`src/rtl/fifo_rr_drain_arbiter.sv`:
```
// fifo_rr_drain_arbiter
// Drains NUM_CH registered-read source fifos into one output stream.
// Channels are served round-robin with bursts of up to MAX_BURST reads.
// Each read is tagged with its channel, and the returned word lands in a
// 2-entry skid buffer. A credit check keeps the buffer from overflowing.
// Optional build macro FIFO_ARB_TAG_EN adds out_chan, the source channel
// of out_data, which is stored in the skid buffer next to the data.
module fifo_rr_drain_arbiter #(
  parameter int NUM_CH      = 4,
  parameter int LOG2_NUM_CH = 2,
  parameter int DATA_WIDTH  = 8,
  parameter int MAX_BURST   = 4
) (
  input  logic                         clk,
  input  logic                         rst_n,
  input  logic [NUM_CH-1:0]            ch_empty,
  input  logic [NUM_CH-1:0]            ch_valid,
  input  logic [NUM_CH*DATA_WIDTH-1:0] ch_dout,
  output logic [NUM_CH-1:0]            ch_rd_en,
  output logic [DATA_WIDTH-1:0]        out_data,
  output logic                         out_valid,
  input  logic                         out_ready,
`ifdef FIFO_ARB_TAG_EN
  output logic [LOG2_NUM_CH-1:0]       out_chan,
`endif
  output logic                         busy,
  output logic                         err
);

  localparam int CNT_W = $clog2(MAX_BURST + 1);
  localparam logic [CNT_W-1:0] MAX_CNT = CNT_W'(MAX_BURST);

  typedef logic [LOG2_NUM_CH-1:0] ch_idx_t;
  typedef enum logic {ARB, BURST} state_t;

  // Arbiter state
  state_t           state;
  ch_idx_t          rr_ptr;
  ch_idx_t          grant;
  logic [CNT_W-1:0] burst_cnt;

  // Read tracking and skid buffer
  logic                  inflight;
  ch_idx_t               tag;
  logic                  head;
  logic [1:0]            buf_cnt;
  logic [DATA_WIDTH-1:0] data_mem [2];
`ifdef FIFO_ARB_TAG_EN
  ch_idx_t               chan_mem [2];
`endif

  // Combinational helpers
  logic                  found;
  ch_idx_t               found_idx;
  ch_idx_t               cand_idx;
  int                    cand;
  logic                  pop;
  logic [2:0]            occ;
  logic                  issue_ok;
  logic                  issue;
  ch_idx_t               issue_idx;
  logic [DATA_WIDTH-1:0] ch_word [NUM_CH];
  logic [DATA_WIDTH-1:0] sel_data;
  logic [NUM_CH-1:0]     exp_valid;
  logic                  push;
  logic                  err_set;
  logic                  tail;

  function automatic ch_idx_t next_idx(input ch_idx_t i);
    return (int'(i) == NUM_CH - 1) ? '0 : i + 1'b1;
  endfunction

  // Unpack the flat per-channel data bus
  for (genvar g = 0; g < NUM_CH; g++) begin : g_unpack
    assign ch_word[g] = ch_dout[g*DATA_WIDTH +: DATA_WIDTH];
  end

  assign out_valid = (buf_cnt != 2'd0);
  assign pop       = out_valid && out_ready;
  assign busy      = inflight || out_valid;
  // Words already committed (buffered or returning) minus the one leaving now
  assign occ       = {1'b0, buf_cnt} + {2'b00, inflight} - {2'b00, pop};
  assign issue_ok  = (occ < 3'd2);
  assign out_data  = data_mem[head];
`ifdef FIFO_ARB_TAG_EN
  assign out_chan  = chan_mem[head];
`endif

  // Find the first non-empty channel at or after the round-robin pointer
  // NOTE: every variable assigned here gets a default first, so no path
  // leaves it unassigned and no latch is inferred.
  always_comb begin
    found     = 1'b0;
    found_idx = '0;
    cand      = 0;
    cand_idx  = '0;
    for (int k = 0; k < NUM_CH; k++) begin
      cand = int'(rr_ptr) + k;
      if (cand >= NUM_CH) cand = cand - NUM_CH;
      cand_idx = ch_idx_t'(cand);
      if (!found && !ch_empty[cand_idx]) begin
        found     = 1'b1;
        found_idx = cand_idx;
      end
    end
  end

  // Issue decision and one-hot read enable
  always_comb begin
    issue     = 1'b0;
    issue_idx = grant;
    ch_rd_en  = '0;
    case (state)
      ARB: begin
        if (found && issue_ok) begin
          issue     = 1'b1;
          issue_idx = found_idx;
        end
      end
      BURST: begin
        if (!ch_empty[grant] && (burst_cnt < MAX_CNT) && issue_ok) begin
          issue = 1'b1;
        end
      end
      default: issue = 1'b0;
    endcase
    // Reset must silence the fifos in the very cycle it is applied
    if (!rst_n) issue = 1'b0;
    if (issue) ch_rd_en[issue_idx] = 1'b1;
  end

  // Returning-word routing and protocol check
  always_comb begin
    sel_data  = ch_word[tag];
    exp_valid = '0;
    if (inflight) exp_valid[tag] = 1'b1;
  end

  assign push    = inflight && ch_valid[tag];
  assign err_set = |(ch_valid & ~exp_valid);
  // With 0 or 1 entries the free slot sits at head + buf_cnt
  assign tail    = head ^ buf_cnt[0];

  // Round-robin / burst arbiter FSM
  // NOTE: sequential state uses non-blocking assignments so every register
  // samples pre-edge values regardless of block ordering.
  always_ff @(posedge clk) begin
    if (!rst_n) begin
      state     <= ARB;
      rr_ptr    <= '0;
      grant     <= '0;
      burst_cnt <= '0;
    end else begin
      case (state)
        ARB: begin
          if (issue) begin
            grant     <= issue_idx;
            burst_cnt <= CNT_W'(1);
            if (MAX_BURST > 1) state  <= BURST;
            else               rr_ptr <= next_idx(issue_idx);
          end
        end
        BURST: begin
          if (ch_empty[grant] || (burst_cnt == MAX_CNT)) begin
            rr_ptr <= next_idx(grant);
            state  <= ARB;
          end else if (issue) begin
            burst_cnt <= burst_cnt + 1'b1;
          end
        end
        default: state <= ARB;
      endcase
    end
  end

  // In-flight tag, skid buffer and sticky error
  // NOTE: the two buffer entries are reset too, so out_data reads 0 after
  // reset instead of leftover contents.
  always_ff @(posedge clk) begin
    if (!rst_n) begin
      inflight    <= 1'b0;
      tag         <= '0;
      head        <= 1'b0;
      buf_cnt     <= 2'd0;
      data_mem[0] <= '0;
      data_mem[1] <= '0;
`ifdef FIFO_ARB_TAG_EN
      chan_mem[0] <= '0;
      chan_mem[1] <= '0;
`endif
      err         <= 1'b0;
    end else begin
      inflight <= issue;
      if (issue) tag <= issue_idx;
      if (push) begin
        data_mem[tail] <= sel_data;
`ifdef FIFO_ARB_TAG_EN
        chan_mem[tail] <= tag;
`endif
      end
      if (pop) head <= ~head;
      case ({push, pop})
        2'b10:   buf_cnt <= buf_cnt + 2'd1;
        2'b01:   buf_cnt <= buf_cnt - 2'd1;
        default: buf_cnt <= buf_cnt;
      endcase
      if (err_set) err <= 1'b1;
    end
  end

endmodule

```
`config.mk`:
```
export PLATFORM = sky130hd
export DESIGN_NAME = fifo_rr_drain_arbiter
export DESIGN_NICKNAME = d
export VERILOG_FILES = /design/src/rtl/fifo_rr_drain_arbiter.sv
export SDC_FILE = /design/constraint.sdc
export NUM_CORES = 1
export LEC_CHECK = 0
export ABC_AREA = 1
export BUFFER_PORTS_ARGS = -buffer_cell sky130_fd_sc_hd__buf_2
export CAP_MARGIN = 40
export CORE_MARGIN = 4
export CORE_UTILIZATION = 52
export DETAILED_ROUTE_END_ITERATION = 7
export PLACE_DENSITY_LB_ADDON = 0.12
export SKIP_CTS_REPAIR_TIMING = 1
export SLEW_MARGIN = 5
export SYNTH_ARGS = -nofsm -noshare
export SYNTH_HDL_FRONTEND = slang
export SYNTH_SLANG_ARGS = --single-unit
```
`constraint.sdc`:
```
create_clock -name clk -period 4.6 [get_ports clk]
set_input_delay 0.92 -clock clk [delete_from_list [all_inputs] [get_ports clk]]
set_output_delay 0.92 -clock clk [all_outputs]
set_load 0.1 [all_outputs]
```
==> impl_metrics.ini, run 1 <==
[synth]
yosys-top-cells-count = nand2_1 (69), nor2_1 (30), inv_1 (24)
synth_area_um2 = 2040
synth.largest_area_cell = edfxtp_1
yosys-top-cells-area = edfxtp_1 (24%), dfxtp_1 (16%), nand2_1 (13%), nor2_1 (5.5%), inv_1 (4.4%)
yosysWarnings = 0
ys_types = 33
yosys.cell_count.top_type = nand2_1
synthArstFlopShare_pct = 0
ys_ff_latch = 32
syn_area_per_cell_um2 = 7.78
synth_top_area_share_pct = 23.6
netlist_instances = 262
synth_top_flop_cell = edfxtp_1
ys_seq_area_share_pct = 39.3
synth_fp_nets = 311
synth_edf_count = 16

[power]
leakagePower_nw = 1.22
finalPower_mw = 2.05
irDropWorstVdd_mv = 0.949
powerDensity_nw_per_um2 = 804

[hold_path]
hold_start = burst_cnt[2]
holdCritPathClass = reg -> reg

[finish]
finalInstanceArea_um2 = 2550
instances_no_fill = 371
fill_cells = 357
antenna_cells = 0
area_growth_pct = 25.0
drive_gt1_share_pct = 31.3
utilization_pct = 68.6
fin_nets = 371

[place]
hpwl_mm = 3.71
preCtsSetupSlack_ns = 0.223
dp.cells = 363
gp_congestion = 0.819
port_buffers = 57
place_area_um2 = 2440

[timing]
tns_ns = 0
setup_violations = 0
period_needed_ns = 4.44
holdWs_ns = 0.485
hold_viol_final = 0
fin_skew_ns = 0.00373
rsz0062_at_grt = no
slew_headroom_pct = 66.7
worst_slack_ns = 0.165
slew_violations = 0
fin_crit_sh_pct = 96.4
fmax_ghz = 0.225
worstMarginPinSlew_ns = 0.503

[route]
drt-initial-drc-count = 144
num_vias = 1916
wl_per_cell_um = 13.0
drt.antenna.violating_nets = 0
finalWirelength_mm = 4.82
drtPass1Iterations = 4
via_per_inst = 5.16
drc_errors = 0

[global_route]
grt_pass1_wl_mm = 7.91
grt_max_degree = 15
grt-ovfl-total = 0
grt_pass1_vias = 1754
antenna_found_initial = 0
grtUsageTotal_pct = 19.6

[setup_path]
critPathKind = in -> out
critical_path.most_common_cell = nand2_1
cp_cell_sequence = buf_2 -> nand2_1 -> inv_1 -> ha_1 -> or2_2 -> fa_1 -> nand2_1 -> nor2_1 -> nand3_2 -> o21ai_2 -> nand2_2 -> nor2_2 -> buf_12
critPathBufInv = 3
cp-startpoint = out_ready
required_ns = 3.68
end_kind = output port
cp_slowest_stage_delay_ns = 0.48
reg2reg_from = buf_cnt[0]
regToRegSetupSlack_ns = 1.62
slowest_stage = fa_1
critPathTopFamily = simple AND/OR/NAND/NOR gates
arrival_ns = 3.52
critical_path.max_fanout = 5
start_kind = primary input

[floorplanning]
die_y_um = 70.6
coreArea_um2 = 3720
rows = 22
dieArea_um2 = 4990
initial_utilization_pct = 54.8
die_w_um = 70.6
ioPinCount = 58

[run]
cap_violations = 0

[cts]
cts.clk_slew.worst_paths_ns = 0.07
htreeDepth = 2
clk_latency_ns = 0.28
cts_tree = built
cts_buffers = 5
numClockSinks = 32
cts-root-buf = clkbuf_8
cts.path.max_buffers = 2

[run_status]
status = completed
cell usage in the layout, fill, tap and decap left out, drive strengths merged:
cell type / netlist / routed
a21oi: 14 / 14
a221oi: 8 / 8
a22o: 8 / 8
a22oi: 2 / 2
a41oi: 1 / 1
and3: 1 / 1
buf: 2 / 57
bufinv: 0 / 1
clkbuf: 2 / 5
clkinv: 1 / 2
clkinvlp: 0 / 1
dfxtp: 16 / 16
edfxtp: 16 / 16
fa: 1 / 1
ha: 5 / 5
inv: 27 / 27
mux2: 8 / 8
nand2: 80 / 80
nand3: 14 / 14
nand4: 6 / 6
nor2: 34 / 34
nor3: 1 / 1
o21ai: 13 / 13
or2: 1 / 1
xnor2: 1 / 1
worst paths after layout:
check | end | cells after the start
max | ch_rd_en[1] | 13
min | burst_cnt[2] | 2
max reg2reg | tag[1] | 14
min reg2reg | burst_cnt[2] | 2
logic make-up (layout without fill, tap and decap cells):
group,count (synthesis),after routing,share of synthesized area [%]
simple gates,137,137,30.4
compound gates,46,46,14.9
flops,32,32,39.3
buf+inv,32,93,6.57
mux,8,8,4.42
fa+ha+maj,6,6,4.05
xor+xnor,1,1,0.430
state kept, by name (all words and copies together), names as in the netlist, 2 cells and up, named ones only:
signal	flops
grant	2
tag	2
buf_cnt	2
burst_cnt	3
data_mem	16
rr_ptr	2
per-layer routing:
| layer | share of wire (%) | vias up | track usage, % | wire [um] |
|---|---|---|---|---|
| li1 | - | 1011 | - | - |
| met4 | 1.1 | 0 | 4.38 | 53 |
| met2 | 51 | 50 | 33.0 | 2460 |
| met5 | 0 | - | 0 | 0 |
| met3 | 5.4 | 4 | 4.69 | 260 |
| met1 | 42 | 851 | 25.8 | 2040 |
cell type report:
class | count | area, um2 | area share, %
timing repair buffer | 57 | 345 | 13.6
inverter | 28 | 108 | 4.22
multi-input combinational | 198 | 1120 | 44.1
clock inverter | 3 | 42.5 | 1.67
clock buffer | 5 | 68.8 | 2.70
tap | 48 | 60.1 | 2.36
sequential | 32 | 801 | 31.4
where the power goes:
part	internal, mW	switching [mW]	leakage (nW)	total, mW
Sequential	0.372	0.0701	0.298	0.442
Clock	0.160	0.110	0.0541	0.270
Combinational	0.387	0.948	0.872	1.34
tightest hold or removal path, delay by kind of cell, from the launching register on:
family | cells | cell delay [ns]
buf+inv | 1 | 0.07
compound gates | 1 | 0.06
flops | 1 | 0.31
Note: power is estimated with default switching activity, not from simulation.
==> inputs of run 2 (changes only) <==
--- a/config.mk
+++ b/config.mk
@@ -8,9 +8,11 @@
 export ABC_AREA = 1
 export BUFFER_PORTS_ARGS = -buffer_cell sky130_fd_sc_hd__buf_2
 export CAP_MARGIN = 40
+export CORE_ASPECT_RATIO = 1.2
 export CORE_MARGIN = 4
 export CORE_UTILIZATION = 52
 export DETAILED_ROUTE_END_ITERATION = 7
+export HOLD_SLACK_MARGIN = 0.05
 export PLACE_DENSITY_LB_ADDON = 0.12
 export SKIP_CTS_REPAIR_TIMING = 1
 export SLEW_MARGIN = 5
==> impl_metrics.ini, run 2 (synthesized netlist as in run 1, its figures left out) <==
[run_status]
status = completed

[finish]
top_regs = data_mem (16), burst_cnt (3)
top_register = data_mem
layout_commonest_cell = nand2_1
utilization_pct = 68.3
drive_gt1_share_pct = 30.7
area_growth_pct = 23.8
finalInstanceArea_um2 = 2520
antenna_cells = 0
layout_common_cells = nand2_1 (69), buf_2 (53), nor2_1 (27), inv_1 (24)
largest_reg_flops = 16
fin_nets = 371

[setup_path]
critical_path.max_fanout = 5
end_kind = output port
start_kind = primary input
cp-startpoint = out_ready
reg2reg_from = buf_cnt[0]
required_ns = 3.68
arrival_ns = 3.48
critPathKind = in -> out

[cts]
clk_latency_ns = 0.28
numClockSinks = 32
cts_tree = built
cts.path.max_buffers = 2
cts-root-buf = clkbuf_8
cts_buffers = 5
cts.clk_slew.worst_paths_ns = 0.06
htreeDepth = 2

[route]
drt-initial-drc-count = 91
via_per_inst = 5.26
drtPass1Iterations = 4
finalWirelength_mm = 4.87
num_vias = 1971
drt.antenna.violating_nets = 0
wl_per_cell_um = 13.0
drc_errors = 0

[timing]
fin_skew_ns = 0.00704
fmax_ghz = 0.227
setup_violations = 0
tns_ns = 0
fin_crit_sh_pct = 95.6
slew_violations = 0
worstMarginPinSlew_ns = 0.499
slew_headroom_pct = 67.0
hold_viol_final = 0
period_needed_ns = 4.40
worst_slack_ns = 0.203
rsz0062_at_grt = no

[floorplanning]
ioPinCount = 58
die_y_um = 76.6
die_w_um = 65.2
rows = 24
coreArea_um2 = 3690
initial_utilization_pct = 55.2
dieArea_um2 = 4990

[global_route]
grt_pass1_vias = 1877
grtUsageTotal_pct = 20.0
antenna_found_initial = 0
grt_pass1_wl_mm = 7.92
grt_max_degree = 15
grt-ovfl-total = 0

[power]
leakagePower_nw = 1.21
powerDensity_nw_per_um2 = 785
irDropWorstVdd_mv = 0.496

[hold_path]
holdCritPathClass = reg -> reg
hold_start = burst_cnt[1]

[place]
gp_congestion = 0.915
port_buffers = 57
hpwl_mm = 3.83
place_area_um2 = 2440
preCtsSetupSlack_ns = 0.205

[run]
cap_violations = 0
==> run 2: path summary, 6_finish.rpt <==
path | end | slack (ns) | cells after the start
setup / recovery | ch_rd_en[1] | 0.20 | 13
hold / removal | burst_cnt[1] | 0.48 | 2
setup reg to reg | tag[1] | 1.63 | 14
hold reg to reg | burst_cnt[1] | 0.48 | 2
==> run 2: power breakdown <==
group | total, mW | internal [mW] | switching (mW)
logic | 1.33 | 0.388 | 0.946
clock network | 0.204 | 0.106 | 0.0980
registers | 0.442 | 0.372 | 0.0698
==> run 2: layer usage <==
metal	vias up	track usage, %	share of wire, %
li1	1012	-	-
met1	897	22.2	41
met2	60	37.3	53
met3	2	4.42	5.6
met4	0	5.39	0.51
met5	-	0	0
==> run 2: cell type report <==
cell class | count | area [um2]
multi-input cells | 198 | 1120
clock buffers | 7 | 76.3
clock inverters | 1 | 5.00
inverters | 28 | 108
well taps | 52 | 65.1
flip-flops and latches | 32 | 801
fillers | 331 | 1170
repair buffers | 57 | 345
==> run 2: metrics by stage <==
step	cells	power, mW	hold WS (ns)
floorplan	262	1.50	0.447
global placement	367	1.76	0.471
detailed placement	367	1.78	0.479
CTS	375	1.99	0.495
global route	375	2.12	0.504
finish	375	1.98	0.484
==> run 2: critical path: stages <==
cell,delay (ns)
buf_2,0.09
nand2_1,0.05
inv_1,0.09
ha_1,0.28
or2_2,0.30
fa_1,0.49
nand2_1,0.05
nor2_1,0.24
nand3_2,0.16
o21ai_2,0.32
nand2_2,0.13
nor2_2,0.17
buf_12,0.19
==> inputs of run 3 (changes only) <==
--- a/config.mk
+++ b/config.mk
@@ -10,12 +10,12 @@
 export CAP_MARGIN = 40
 export CORE_ASPECT_RATIO = 1.2
 export CORE_MARGIN = 4
-export CORE_UTILIZATION = 52
+export CORE_UTILIZATION = 47
 export DETAILED_ROUTE_END_ITERATION = 7
 export HOLD_SLACK_MARGIN = 0.05
 export PLACE_DENSITY_LB_ADDON = 0.12
 export SKIP_CTS_REPAIR_TIMING = 1
-export SLEW_MARGIN = 5
+export SLEW_MARGIN = 30
 export SYNTH_ARGS = -nofsm -noshare
 export SYNTH_HDL_FRONTEND = slang
 export SYNTH_SLANG_ARGS = --single-unit
==> constraint.sdc (replaced) <==
create_clock -name clk -period 3.9 [get_ports clk]
set_input_delay 0.78 -clock clk [delete_from_list [all_inputs] [get_ports clk]]
set_output_delay 0.78 -clock clk [all_outputs]
set_load 0.05 [all_outputs]
==> impl_metrics.ini, run 3 (synthesized netlist as in run 1, its figures left out) <==
[route]
drc_errors = 0
wl_per_cell_um = 12.5
drt-initial-drc-count = 54
finalWirelength_mm = 4.85
drtPass1Iterations = 4
via_per_inst = 5.15
drt.antenna.violating_nets = 0
num_vias = 1998

[timing]
worstMarginPinSlew_ns = 0.462
worst_slack_ns = 0.144
period_needed_ns = 3.76
fmax_ghz = 0.266
hold_viol_final = 0
rsz0062_at_grt = no
setup_violations = 0
slew_violations = 0
slew_headroom_pct = 69.2
fin_crit_sh_pct = 96.3
fin_skew_ns = 0.00362

[cts]
cts.path.max_buffers = 2
cts-root-buf = clkbuf_8
cts_buffers = 5
cts.clk_slew.worst_paths_ns = 0.06
cts_tree = built
numClockSinks = 32
clk_latency_ns = 0.28
htreeDepth = 2

[finish]
fin_nets = 382
utilization_pct = 65.5
area_growth_pct = 30.7
largest_reg_flops = 16
drive_gt1_share_pct = 37.1
antenna_cells = 0
layout_common_cells = nand2_1 (62), buf_2 (52), nor2_1 (27), inv_1 (21)
layout_commonest_cell = nand2_1
top_regs = data_mem (16), burst_cnt (3)
top_register = data_mem

[place]
port_buffers = 57
gp_congestion = 0.823
preCtsSetupSlack_ns = -0.102
hpwl_mm = 3.88

[setup_path]
cp-startpoint = out_ready
ff2ff_path_depth = 16
arrival_ns = 2.98
end_kind = output port
start_kind = primary input
regToRegSetupSlack_ns = 1.22
cp_slowest_stage_delay_ns = 0.52
required_ns = 3.12
reg2reg_from = buf_cnt[0]
critPathKind = in -> out
slowest_stage = fa_2
crit_end = ch_rd_en[1]
critical_path.max_fanout = 4
r2r-end = tag[1]
cp_cell_sequence = buf_6 -> nand2_2 -> inv_2 -> ha_4 -> or2_4 -> fa_2 -> nand2_1 -> nor2_1 -> buf_4 -> inv_1 -> nor2_1 -> nand4_1 -> nand2_4 -> inv_1 -> nor2_4 -> buf_6

[power]
power_frac_comb_pct = 67.3
power.switching_mw = 1.17
leakagePower_nw = 1.27
powerDensity_nw_per_um2 = 879
power.internal_mw = 1.17
power_switching_share_pct = 50.0
power.share.clock_pct = 10.2
seqPwrFrac_pct = 22.5
irDropWorstVdd_mv = 0.671

[floorplanning]
initial_utilization_pct = 50.1
die_y_um = 80.1
dieArea_um2 = 5460
ioPinCount = 58
die_w_um = 68.1
coreArea_um2 = 4070
rows = 25

[global_route]
antenna_found_initial = 0
grt_pass1_vias = 1786
grt-ovfl-total = 0
grtUsageTotal_pct = 18.4
grt_pass1_wl_mm = 7.76
grt_max_degree = 15

[run_status]
status = completed

[run]
cap_violations = 0

[hold_path]
holdCritPathClass = reg -> reg
-- run 3: cell count changes in the layout (fill, tap and decap cells not counted), sizes merged --
cell	delta
buf	+11
-- run 3: metal layers --
layer / vias to the layer above / routed length (um) / global-route usage (%) / part of all wire, %
met5: - / 0 / 0 / 0
met4: 0 / 69 / 6.56 / 1.4
met3: 7 / 298 / 2.66 / 6.1
met2: 53 / 2560 / 33.8 / 53
met1: 900 / 1920 / 20.9 / 40
li1: 1038 / - / - / -
-- run 3: through the flow --
| step | TNS (ns) | instances | area (um2) | power [mW] | hold WS (ns) |
|---|---|---|---|---|---|
| 2_1_floorplan | 0 | 262 | 2070 | 1.56 | 0.447 |
| 3_3_place_gp | -0.112 | 379 | 2480 | 1.93 | 0.465 |
| 3_5_place_dp | -0.244 | 379 | 2480 | 1.95 | 0.473 |
| 4_1_cts | -0.245 | 387 | 2560 | 2.20 | 0.481 |
| 5_1_grt | 0 | 388 | 2660 | 2.54 | 0.505 |
| 6_report | 0 | 388 | 2660 | 2.34 | 0.483 |
-- run 3: power by group through the flow --
stage / combinational (mW) / clock, mW / sequential [mW]
after floorplan: 1.06 / 0 / 0.499
after global placement: 1.40 / 0 / 0.527
after detailed placement: 1.42 / 0 / 0.530
after CTS: 1.43 / 0.246 / 0.523
after global routing: 1.74 / 0.263 / 0.540
final: 1.57 / 0.239 / 0.528
-- run 3: layout make-up --
class / count / area [um2]
fillers: 355 / 1400
inverters: 28 / 108
clock buffers: 7 / 76.3
flip-flops and latches: 32 / 803
clock inverters: 1 / 5.00
multi-input cells: 198 / 1200
well taps: 54 / 67.6
repair buffers: 68 / 407
-- run 3: worst min-delay path by stage --
| stage | slack, ns | from | endpoint | depth (start not counted) |
|---|---|---|---|---|
| floorplan | 0.45 | burst_cnt[2] | burst_cnt[2] | 2 |
| global placement | 0.46 | burst_cnt[2] | burst_cnt[2] | 2 |
| detailed placement | 0.47 | burst_cnt[2] | burst_cnt[2] | 2 |
| CTS | 0.48 | burst_cnt[2] | burst_cnt[2] | 2 |
| global route | 0.51 | burst_cnt[2] | burst_cnt[2] | 2 |
| finish | 0.48 | burst_cnt[2] | burst_cnt[2] | 2 |
-- run 3: critical path: cells and delay by family --
| kind | cells | cell delay (ns) |
|---|---|---|
| and+or+nand+nor | 8 | 0.89 |
| buffers and inverters | 6 | 0.56 |
| adders and majority gates | 2 | 0.74 |
